--- src/rtl/muldiv_unit.sv ---
// muldiv_unit: iterative MIPS-style multiply/divide unit with HI/LO result
// registers. One result bit is produced per cycle, so the control path
// talks to it through start/busy/done.
//
// Ports:
//   clk          rising-edge clock
//   rst          asynchronous reset, active low
//   start        request, accepted only while idle
//   op           00 MULTU, 01 MULT, 10 DIVU, 11 DIV
//   rs_data      multiplicand / dividend
//   rt_data      multiplier / divisor
//   busy         high whenever the unit is not idle
//   done         one-cycle pulse in the cycle after hi/lo are written
//   hi, lo       product upper/lower half, or remainder/quotient
//   div_by_zero  last completed op was a divide by zero
//
// Build option: define MULDIV_SIGNED_EN to honour op[0] (MULT/DIV signed).
// Without it every op is unsigned and the sign logic is absent; latency
// does not change.

module muldiv_unit #(
    parameter int WIDTH = 32
) (
    input  logic             clk,
    input  logic             rst,
    input  logic             start,
    input  logic [1:0]       op,
    input  logic [WIDTH-1:0] rs_data,
    input  logic [WIDTH-1:0] rt_data,
    output logic             busy,
    output logic             done,
    output logic [WIDTH-1:0] hi,
    output logic [WIDTH-1:0] lo,
    output logic             div_by_zero
);

    localparam int CW = $clog2(WIDTH);
    localparam logic [CW-1:0] CNT_LAST = CW'(WIDTH - 1);

    typedef enum logic [1:0] {IDLE, CALC, FIX} state_t;

    state_t           state, state_nxt;
    logic [CW-1:0]    cnt;
    // acc_hi/acc_lo: partial product (mul) or remainder/quotient (div).
    logic [WIDTH-1:0] acc_hi, acc_lo;
    // opnd: the operand held constant through the iterations
    // (multiplicand magnitude, or divisor magnitude).
    logic [WIDTH-1:0] opnd;
    logic [WIDTH-1:0] rs_lat;
    logic             is_div;
    logic             div0;

    logic [WIDTH-1:0] rs_mag, rt_mag;
    logic [WIDTH-1:0] res_hi, res_lo;

`ifdef MULDIV_SIGNED_EN
    logic rs_neg, rt_neg;
    logic neg_res;   // product / quotient must be negated
    logic neg_rem;   // remainder follows the dividend sign

    assign rs_neg = op[0] & rs_data[WIDTH-1];
    assign rt_neg = op[0] & rt_data[WIDTH-1];
    assign rs_mag = rs_neg ? -rs_data : rs_data;
    assign rt_mag = rt_neg ? -rt_data : rt_data;
`else
    logic unused_op0;
    assign unused_op0 = op[0];
    assign rs_mag = rs_data;
    assign rt_mag = rt_data;
`endif

    assign busy = (state != IDLE);

    // ---- FSM ----
    always_ff @(posedge clk or negedge rst) begin
        if (!rst) state <= IDLE;
        else      state <= state_nxt;
    end

    always_comb begin
        state_nxt = state;
        case (state)
            IDLE:    if (start) state_nxt = CALC;
            CALC:    if (cnt == CNT_LAST) state_nxt = FIX;
            FIX:     state_nxt = IDLE;
            default: state_nxt = IDLE;
        endcase
    end

    // ---- one iteration step ----
    // Shift-add multiply: add the multiplicand into the upper half when the
    // current multiplier LSB is set, then shift the whole pair right.
    logic [WIDTH:0]   mul_sum;
    // Restoring divide: shift the next dividend bit into the remainder and
    // subtract the divisor if it fits. The remainder stays below the divisor,
    // so the difference always fits in WIDTH bits.
    logic [WIDTH:0]   div_shift;
    logic             div_ge;
    logic [WIDTH-1:0] div_diff;

    assign mul_sum   = {1'b0, acc_hi} + (acc_lo[0] ? {1'b0, opnd} : '0);
    assign div_shift = {acc_hi, acc_lo[WIDTH-1]};
    assign div_ge    = (div_shift >= {1'b0, opnd});
    assign div_diff  = div_shift[WIDTH-1:0] - opnd;

    // ---- final correction applied in FIX ----
    always_comb begin
        res_hi = acc_hi;
        res_lo = acc_lo;
`ifdef MULDIV_SIGNED_EN
        if (is_div) begin
            if (neg_res) res_lo = -acc_lo;
            if (neg_rem) res_hi = -acc_hi;
        end else if (neg_res) begin
            {res_hi, res_lo} = -{acc_hi, acc_lo};
        end
`endif
        // Divide by zero: fixed quotient pattern, dividend passed through.
        if (div0) begin
            res_hi = rs_lat;
            res_lo = '1;
        end
    end

    // ---- datapath ----
    always_ff @(posedge clk or negedge rst) begin
        if (!rst) begin
            cnt         <= '0;
            acc_hi      <= '0;
            acc_lo      <= '0;
            opnd        <= '0;
            rs_lat      <= '0;
            is_div      <= 1'b0;
            div0        <= 1'b0;
            done        <= 1'b0;
            hi          <= '0;
            lo          <= '0;
            div_by_zero <= 1'b0;
`ifdef MULDIV_SIGNED_EN
            neg_res     <= 1'b0;
            neg_rem     <= 1'b0;
`endif
        end else begin
            done <= (state == FIX);
            case (state)
                IDLE: begin
                    if (start) begin
                        cnt    <= '0;
                        acc_hi <= '0;
                        rs_lat <= rs_data;
                        is_div <= op[1];
                        div0   <= op[1] && (rt_data == '0);
                        if (op[1]) begin
                            acc_lo <= rs_mag;
                            opnd   <= rt_mag;
                        end else begin
                            acc_lo <= rt_mag;
                            opnd   <= rs_mag;
                        end
`ifdef MULDIV_SIGNED_EN
                        neg_res <= rs_neg ^ rt_neg;
                        neg_rem <= rs_neg;
`endif
                    end
                end
                CALC: begin
                    cnt <= cnt + 1'b1;
                    if (is_div) begin
                        acc_hi <= div_ge ? div_diff : div_shift[WIDTH-1:0];
                        acc_lo <= {acc_lo[WIDTH-2:0], div_ge};
                    end else begin
                        acc_hi <= mul_sum[WIDTH:1];
                        acc_lo <= {mul_sum[0], acc_lo[WIDTH-1:1]};
                    end
                end
                FIX: begin
                    hi          <= res_hi;
                    lo          <= res_lo;
                    div_by_zero <= div0;
                end
                default: ;
            endcase
        end
    end

endmodule

--- config.mk ---
export PLATFORM = sky130hd
export DESIGN_NAME = muldiv_unit
export DESIGN_NICKNAME = d
export VERILOG_FILES = /design/src/rtl/muldiv_unit.sv
export SDC_FILE = /design/constraint.sdc
export NUM_CORES = 1
export LEC_CHECK = 0
export CAP_MARGIN = 20
export CORE_UTILIZATION = 57
export CTS_CLUSTER_SIZE = 14
export DETAILED_ROUTE_END_ITERATION = 8
export PLACE_DENSITY = 0.8
export SYNTH_ARGS = -nofsm -noshare
export SYNTH_HDL_FRONTEND = slang
export SYNTH_SLANG_ARGS = --single-unit
--- constraint.sdc ---
create_clock -name clk -period 4.2 [get_ports clk]
set_input_delay 0.84 -clock clk [delete_from_list [all_inputs] [get_ports clk]]
set_output_delay 0.84 -clock clk [all_outputs]
set_load 0.01 [all_outputs]
==> run summary <==
- finished, final reports clean — status
- 0 — Setup Buffers After CTS
- 271 ps — Post-Place Setup Slack
- 60 ps — clock-pin slew on the worst setup and hold paths
- 7.21 nW — leakage power total
- 14 — R2R depth
- 203 — CTS sink count
- 0 — antenna cells
- dfrtp_1 — Top FF cell, synth
- 155 µm — width of the die
- 6.39 mW — power spent charging and discharging nets
- 13.6 mW — total power of the final layout
- 1,779 — layout net count
- 0 — global route overflow
- 1,555 — number of instances in the synthesized netlist
- 8.61 µm² — Avg Inst Size Synth
- 0 — hold buffer count at CTS
- 1,031 — 1st-iter DRT viols
- 1,929 — number of placed instances with taps included
- register — crit end category
- 58.6% — effective utilization at floorplan
- 28.1 mm — placed wire-length estimate
- 18.4 mm — met1 layer wirelength in the final routing
- 864 nW/µm² — power density normalized to cell area
- 68.7% — Finished Core Util
- 0 — post-cts repair resize count
- 55 — FP Rows
- 24,100 µm² — die outline area
- 4450 ps — arrival time at the worst endpoint
- 20.1 µm — WL/cell
- 1 — number of H-tree branching levels
- 11,400 — vias in the first global route
- 24 — number of buffers created by CTS
- 1,973 — final std cells w/o fill
- 1,692 — number of nets produced by synthesis
- 17.3% — layout overhead on the synthesized area
- 4080 ps — minimum period implied by the final worst setup slack
- 58.7% — Gate power share
- 0.955 — last weighted congestion value of the routability-driven placer
- input port to asynchronous set/reset pin — worst min-delay path class
- 22,800 µm² — area of the core
- 13,400 µm² — Mapped Area
- 100% — proportion of register bits with asynchronous set or reset after synthesis
- 0 — number of warnings issued by yosys
- 39.7 mm — Routed WL
- 0.245 GHz — max frequency
- 403 ps — Hold WS
- 47.1% — fraction of power spent switching nets
- 203 — number of storage elements in the synthesis netlist
- 0 — antenna-violating nets left
- 134 — number of I/O port buffers
- 951 ps — measured slew at the worst slew-check pin
- 0 — initial antenna violation count
- yes — CTS tree
- 0 — max-cap violation count
- 14,900 µm² — placed inst area
- 116 ps — setup slack of the critical path after layout
- 97.2% — Final Cycle Share
- 15.4% — part of the total power dissipated in the clock network
- 17.3 mm — routed wl met2
- 33.2% — global-route usage over all layers
- 0 — number of design rule violations left after detail routing
- 69 — count of different cell masters after synthesis
- 155 µm — vertical die dimension
- 520 ps — clock latency at the later pin of the worst-skew pair
- clkbuf_16 — root buf cell
- 62.7 mm — first-pass GRT wire length
- 1,907 — Filler cells
- 136 — I/O pins
- 7.17 mW — internal power summed over all cells
- 14.0 ps — worst clock skew
- 4560 ps — Worst EP required
- 3.14 mm — metal3 WL
- 3 — number of buffers between clock root and the deepest sink
- 12,000 — total number of vias
- 36.6% — Relative slew margins
- register — type of origin of the critical path
- 37.9% — share of synthesized area occupied by flip-flops and latches
- 0 ps — final setup TNS
- 0 — Setup violations, final
- 25.9% — power share of the sequential group
- register to register — WS Path Type
- 12 — maximum fanout along the worst path
- 15,700 µm² — area of all placed cells without fillers
- no — RSZ-0062 raised after global routing
- 0 — number of enable flip-flop cells after synthesis
- 7 — Pre-antenna DRT Iters
- 5.54% — layout cells sized above 1
- 6.10 — DR vias/cell
- 111 — maximum number of pins on one net before global-route repair
- 441 µV — maximum vdd drop
- 0 — number of hold-slack violations in the final timing report
- met4 — top sig layer
- 0 — count of final max-slew check failures
-- power groups by stage --
stage	Combinational, mW	Sequential [mW]	Clock [mW]
after detailed placement	7.76	3.50	0
after global routing	8.78	3.58	2.18
after global placement	7.66	3.48	0
after CTS	7.85	3.48	2.11
after floorplan	5.99	3.21	0
final	7.95	3.51	2.09
-- placed cells by master, fill, tap and decap left out, drive strengths merged, types with 6 or more instances in the layout --
| cell | n |
|---|---|
| xor2 | 25 |
| o21bai | 6 |
| ha | 66 |
| and2 | 35 |
| o21ai | 202 |
| clkbuf | 36 |
| dfrtp | 203 |
| a21oi | 65 |
| a21o | 29 |
| xnor2 | 28 |
| nand3 | 23 |
| clkdlybuf4s50 | 132 |
| o31ai | 7 |
| nand2 | 296 |
| nor3 | 11 |
| a211oi | 10 |
| a22oi | 19 |
| nand4 | 15 |
| nor4 | 11 |
| a31oi | 10 |
| and3 | 6 |
| o21a | 6 |
| inv | 57 |
| nand2b | 9 |
| o211ai | 38 |
| nor2 | 73 |
| clkinv | 6 |
| mux2i | 147 |
| buf | 24 |
-- registers in the layout (all words and copies together), names as in the netlist --
register and flops:
opnd 32, lo 32, cnt 5, div0 1, acc_hi 32, state 2, div_by_zero 1, done 1
is_div 1, hi 32, acc_lo 32, rs_lat 32
-- area by class of cell --
cell class                      instances  area [µm²]  area share [%]
Sequential cell                       203        5080            32.4
Clock inverter                          9        65.1           0.414
Inverter                               56         210            1.34
Clock buffer                           35         733            4.67
Tap cell                              313         392            2.49
Timing Repair Buffer                  157        1520            9.65
Multi-Input combinational cell       1200        7700            49.1
-- layer usage --
metal	GRT usage [%]	vias up
met2	50.1	435
met3	5.60	60
met1	49.4	5857
li1	-	5676
met4	8.64	0
met5	0	-
-- final timing paths --
kind	from	end	slack [ps]
setup reg to reg	acc_lo[0]	acc_hi[29]	120
min in group clk	rs_lat[12]	rs_lat[12]	470
hold reg to reg	rs_lat[12]	rs_lat[12]	470
max in group asynchronous	rst	rs_lat[24]	2780
hold / removal	rst	lo[7]	400
setup / recovery	acc_lo[0]	acc_hi[29]	120
-- cell families (layout without fill, tap and decap cells) --
logic type / count (synthesis) / after routing / share of synthesized area [%]
XOR/XNOR: 53 / 53 / 3.47
multiplexers: 147 / 147 / 11.0
AND/OR/NAND/NOR: 499 / 499 / 16.2
adder cells (fa/ha/maj): 68 / 68 / 6.47
AO/OA/AOI/OAI: 433 / 433 / 20.2
buffers and inverters: 152 / 257 / 4.70
flip-flops: 203 / 203 / 37.9
-- worst max-delay path, stage by stage, from the launching register on --
cell       delay, ps
dfrtp_1          520
and2_1           210
ha_1             210
inv_1             80
fa_1             180
nand2b_1         170
a21oi_1          120
o21ai_0          510
o21ai_0          320
buf_4            210
a2111oi_2        590
o311ai_1         260
xor2_1           190
o21ai_0          220
a22oi_1          130
-- synth_stat cells (23+ instances only) --
cell type / n / share of area, %
ha_1: 66 / 6.2
dfrtp_1: 203 / 38
nand3_1: 23 / 0.86
and2_1: 35 / 1.6
nand2_1: 296 / 8.3
mux2i_1: 147 / 11
clkbuf_1: 74 / 2.1
a21o_1: 29 / 1.6
xnor2_1: 28 / 1.8
o211ai_1: 37 / 2.1
a21oi_1: 65 / 2.4
xor2_1: 25 / 1.6
inv_1: 56 / 1.6
o21ai_0: 191 / 7.1
nor2_1: 72 / 2.0
No activity file was read; power rests on OpenSTA's default activity.
